## src/rtl/activation_datapath.sv

```systemverilog
// activation_datapath: per-lane round, activate and saturate accumulator words to bytes with 3-cycle latency.
module activation_datapath #(
  parameter int MATRIX_WIDTH = 14,
  parameter int ACC_WIDTH = 32,
  parameter int BYTE_WIDTH = 8,
  parameter int BUFFER_ADDRESS_WIDTH = 24,
  parameter int SHIFT = 8,
  parameter int RELU6_MAX = 96
) (
  input  logic clk,
  input  logic rst,
  input  logic enable,
  input  logic [MATRIX_WIDTH*ACC_WIDTH-1:0] acc_data,
  input  logic [3:0] activation_function,
  input  logic signed_not_unsigned,
  input  logic [BUFFER_ADDRESS_WIDTH-1:0] act_to_buf_addr,
  input  logic buf_write_en,
  input  logic sat_clear,
  output logic [MATRIX_WIDTH*BYTE_WIDTH-1:0] buf_data,
  output logic [BUFFER_ADDRESS_WIDTH-1:0] buf_addr,
  output logic buf_write_en_out,
  output logic sat_flag,
  output logic [31:0] write_count
);
  localparam int L = ACC_WIDTH + 1;
  localparam logic [ACC_WIDTH:0] HALF = L'(SHIFT > 0 ? 2 ** (SHIFT - 1) : 0);
  localparam logic signed [ACC_WIDTH:0] R6 = L'(RELU6_MAX);
  localparam logic signed [ACC_WIDTH:0] S_MIN = L'(-(2 ** (BYTE_WIDTH - 1)));
  localparam logic signed [ACC_WIDTH:0] S_MAX = L'(2 ** (BYTE_WIDTH - 1) - 1);
  localparam logic signed [ACC_WIDTH:0] U_MAX = L'(2 ** BYTE_WIDTH - 1);
  logic [MATRIX_WIDTH-1:0][ACC_WIDTH:0] s1_r, s1_n, s2_v, s2_n;
  logic [MATRIX_WIDTH-1:0] s2_c6, c6_n, rs_n;
  logic [MATRIX_WIDTH*BYTE_WIDTH-1:0] byte_n;
  logic [3:0] s1_fn;
  logic s1_sg, s1_we, s2_sg, s2_we;
  logic [BUFFER_ADDRESS_WIDTH-1:0] s1_ad, s2_ad;
  logic [ACC_WIDTH-1:0] a;
  logic signed [ACC_WIDTH:0] ext, sum, v, w, u, lo, hi, q;
  // Unsigned words are zero-extended, so every rounded value is a valid non-negative signed number downstream.
  always_comb begin
    s1_n = '0;
    a = '0;
    ext = '0;
    sum = '0;
    for (int i = 0; i < MATRIX_WIDTH; i++) begin
      a = acc_data[i*ACC_WIDTH +: ACC_WIDTH];
      ext = {signed_not_unsigned & a[ACC_WIDTH-1], a};
      sum = ext + HALF;
      s1_n[i] = signed_not_unsigned ? sum >>> SHIFT : sum >> SHIFT;
    end
  end
  always_comb begin
    s2_n = '0;
    c6_n = '0;
    v = '0;
    w = '0;
    for (int i = 0; i < MATRIX_WIDTH; i++) begin
      v = s1_r[i];
      w = ((s1_fn == 4'd1 || s1_fn == 4'd2) && v < 0) ? '0 : v;
      c6_n[i] = s1_fn == 4'd2 && w > R6;
      s2_n[i] = c6_n[i] ? R6 : w;
    end
  end
  always_comb begin
    byte_n = '0;
    rs_n = '0;
    u = '0;
    lo = '0;
    hi = '0;
    q = '0;
    for (int i = 0; i < MATRIX_WIDTH; i++) begin
      u = s2_v[i];
      lo = s2_sg ? S_MIN : '0;
      hi = s2_sg ? S_MAX : U_MAX;
      q = u < lo ? lo : u > hi ? hi : u;
      byte_n[i*BYTE_WIDTH +: BYTE_WIDTH] = q[BYTE_WIDTH-1:0];
      rs_n[i] = q != u && !s2_c6[i];
    end
  end
  always_ff @(posedge clk) begin
    if (rst) begin
      s1_r <= '0;
      s1_fn <= '0;
      s1_sg <= 1'b0;
      s1_we <= 1'b0;
      s1_ad <= '0;
      s2_v <= '0;
      s2_c6 <= '0;
      s2_sg <= 1'b0;
      s2_we <= 1'b0;
      s2_ad <= '0;
      buf_data <= '0;
      buf_addr <= '0;
      buf_write_en_out <= 1'b0;
      sat_flag <= 1'b0;
      write_count <= '0;
    end else begin
      if (enable) begin
        s1_r <= s1_n;
        s1_fn <= activation_function;
        s1_sg <= signed_not_unsigned;
        s1_we <= buf_write_en;
        s1_ad <= act_to_buf_addr;
        s2_v <= s2_n;
        s2_c6 <= c6_n;
        s2_sg <= s1_sg;
        s2_we <= s1_we;
        s2_ad <= s1_ad;
        buf_data <= byte_n;
        buf_addr <= s2_ad;
        buf_write_en_out <= s2_we;
        write_count <= write_count + 32'(s2_we);
      end
      sat_flag <= (enable && s2_we && |rs_n) || (sat_flag && !sat_clear);
    end
  end
endmodule

```

## config.mk

```make
export PLATFORM = sky130hd
export DESIGN_NAME = activation_datapath
export DESIGN_NICKNAME = d
export VERILOG_FILES = /design/src/rtl/activation_datapath.sv
export SDC_FILE = /design/constraint.sdc
export NUM_CORES = 2
export LEC_CHECK = 0
export CORE_MARGIN = 2
export CORE_UTILIZATION = 45
export DETAILED_ROUTE_END_ITERATION = 8
export GPL_TIMING_DRIVEN = 0
export HOLD_SLACK_MARGIN = 0.08
export PLACE_DENSITY = 0.67
export SLEW_MARGIN = 20
export SYNTH_ARGS = -nofsm -noshare
export SYNTH_HDL_FRONTEND = slang
export SYNTH_SLANG_ARGS = --single-unit
export TNS_END_PERCENT = 20
```

## constraint.sdc

```tcl
create_clock -name clk -period 11.53 [get_ports clk]
set_clock_uncertainty 0.2 [all_clocks]
set_input_delay 3.459 -clock clk [delete_from_list [all_inputs] [get_ports clk]]
set_output_delay 3.459 -clock clk [all_outputs]
set_load 0.1 [all_outputs]
```

==> qor.yml <==
run_status:
  outcome: "finished clean"
pwr:
  p_leak_nw: 21.9
  p_clk_share_pct: 38.7
  power.internal_w: 0.00640
  ir_drop_uv: 145
  powerDensity_mw_per_mm2: 158
  p_comb_share_pct: 20.9
  totalPowerFinal_w: 0.00940
  power.share.sequential_pct: 40.3
  p_switching_w: 0.00300
  swShare_pct: 32.0
worst_setup_path:
  worstSetupPathType: "flip-flop to flip-flop"
  end_kind: "flip-flop"
  cp.arrival_ps: 7780
  critPathRequiredTime_ps: 11900
  crit_path_start_kind: "flip-flop"
  cp_max_fo: 66
grt:
  first_global_vias: 44706
  antenna_found_initial: 27
  grt-ovfl-total: 0
  grt_start_max_net_pins: 68
  grt_pass1_wl_mm: 283
  grt_usage_pct: 33.7
logic_synthesis:
  ys_ff_latch: 968
  synth_compound_gate_area_share_pct: 18.9
  synth_area_leaders: "dfxtp_1 40%, ha_1 7.7%, nor2_1 7.6%"
  netlist_area_mm2: 0.0483
  synth_nets: 6427
  ys_warn_count: 0
  synth_top_family_by_area: "simple AND/OR/NAND/NOR gates"
  yosysMostFrequentCell: "nor2_1"
  async_reset_ff_share_pct: 0
  yosysUniqueCellTypes: 70
  yosys-mux-area-fraction_pct: 3.07
  synthFlopType: "dfxtp_1"
  synth_xor_area_share_pct: 5.97
  ys_seq_area_share_pct: 40.1
  synth_adder_area_share_pct: 7.67
  synth.avg_cell_area_um2: 8.55
  synth_top_cell_by_area: "dfxtp_1"
  synth_top_area_share_pct: 40.1
  synth_common_cells: "976 x nor2_1, 968 x dfxtp_1, 404 x nand2_1"
  synth_edf_count: 0
  postSynthCellCount: 5649
  synth-simple-area-share_pct: 21.4
clock_network:
  root_buffer: "clkbuf_16"
  path_clk_slew_ps: 60
  clock-sinks: 968
  cts_tree: "yes"
  postCtsSetupBuffers: 0
  cts.htree.levels: 3
  cts_hold_buf: 0
  cts_max_path_buffers: 3
  cts-buffers-inserted: 102
  ctsResizeCount: 0
  clock_latency_ps: 700
routing:
  drtAntennaViolNets: 0
  drc: 0
  wl_per_cell_um: 24.8
  routed_via_density: 6.08
  drt_wl_total_mm: 194
  dr.first_iter.drc_count: 4715
  vias: 47468
  dr.pass1.iters: 6
sta:
  finalHoldViolCount: 0
  slew_headroom_pct: 11.4
  whs_ps: 263
  grt_setup_unrepaired: "false"
  worst_pin_slew_ps: 1330
  slew_violations: 0
  period_needed_ps: 7410
  max_freq_mhz: 135
  setup_viol: 0
  period_share_pct: 64.3
finish:
  synthToLayoutAreaGrowth_pct: 23.0
  num-fill-cells: 9856
  fin_nets: 7087
  stdcell_area_mm2: 0.0594
  drive_above_1_share_pct: 3.89
floorplanning:
  die_h_um: 332
  die_w_um: 332
  dieArea_mm2: 0.110
  core_mm2: 0.107
  io_pins: 652
  start_util_pct: 45.2
  num_rows: 120
run:
  cap_violations: 0
placed_design:
  place.gp.congestion: 0.968
  placed_area_mm2: 0.0557
  place_hpwl_mm: 148
  portBuffers: 550
min_path:
  holdCritPathClass: "flip-flop to flip-flop"
==> final cells by class <==
type | count | area, µm² | share of cell area, %
Multi-Input combinational cell | 4312 | 27500 | 46.3
Antenna cell | 10 | 25.0 | 0.0421
Tap cell | 1403 | 1760 | 2.96
Buffer | 324 | 1280 | 2.15
Clock buffer | 139 | 2910 | 4.89
Inverter | 45 | 169 | 0.284
Clock inverter | 50 | 772 | 1.30
Sequential cell | 968 | 19400 | 32.6
Timing Repair Buffer | 556 | 5620 | 9.46
==> placed cells by master (no fill, tap or decap), types with 32 or more instances in the layout <==
master           instances
a211oi_1               344
a21oi_1                263
a22oi_1                324
a311oi_1                46
and2_1                  34
and3_1                  94
and4_1                  32
clkbuf_1               284
clkbuf_16              105
clkdlybuf4s50_1        541
dfxtp_1                967
ha_1                   296
inv_1                   45
mux2i_1                147
nand2_1                404
nand3_1                169
nand4_1                165
nor2_1                 976
nor3_1                  61
nor4_1                 147
o211ai_1               122
o21ai_0                124
or3_1                   53
xnor2_1                130
xor2_1                 199
==> worst max-delay path, stage by stage, from the launching register on <==
cell and delay [ps]:
dfxtp_4 590, buf_6 320, inv_1 690, clkbuf_1 1030, clkbuf_4 720, buf_16 310, buf_16 290, ha_1 190
nand2b_1 110, nor3b_1 250, nand2_1 140, o31ai_4 520, mux2i_1 490, o22a_1 300, and4_1 280, o311ai_1 320
o31a_1 390
==> cell families (layout without fill, tap and decap cells) <==
family,Yosys count,in the layout
and+or+nand+nor,2220,2220
AOI/OAI and AO/OA,1319,1319
DFF,968,968
buffers and inverters,369,1114
xor gates and xnor gates,329,329
adders and majority gates,296,296
muxes,148,148
other,0,10
==> flip-flops by register name, indices dropped and copies added, names as in the netlist, 4 cells and up <==
name,flops
s1_r,338
s2_v,338
buf_data,112
write_count,32
u,26
v,26
buf_addr,24
s1_ad,24
s2_ad,24
s2_c6,14
s1_fn,4
==> power by group through the flow <==
stage | sequential, W | clock (W) | combinational, W
after global routing | 0.00381 | 0.00378 | 0.00209
after global placement | 0.00385 | 0 | 0.00190
after detailed placement | 0.00385 | 0 | 0.00193
final | 0.00379 | 0.00364 | 0.00197
after floorplan | 0.00416 | 0 | 0.000852
after CTS | 0.00378 | 0.00365 | 0.00194
==> metrics by stage <==
step                cells  util (%)  setup slack (ps)  TNS, ps
global route         7801      55.6              4220        0
finish               7807      55.6              4120        0
global placement     7602      52.0             -4370  -360450
floorplan            5649         -              1260        0
detailed placement   7608      52.2              4570        0
CTS                  7797      55.6              4520        0
==> routing by layer <==
layer,track usage (%),up-vias,wire length (µm)
li1,-,22164,-
met1,41.4,22705,75900
met2,53.2,2104,85100
met3,9.97,473,20900
met4,18.1,22,11400
met5,0,-,135
==> final timing paths <==
path                                      to  slack [ps]          from  cells past startpoint
worst min-delay path            buf_data[68]         260  buf_data[68]                      2
worst max-delay path                sat_flag        4120         s2_sg                     16
worst max register to register      sat_flag        4120         s2_sg                     16
worst min register to register  buf_data[68]         260  buf_data[68]                      2
Note: power is estimated with default switching activity, not from simulation.
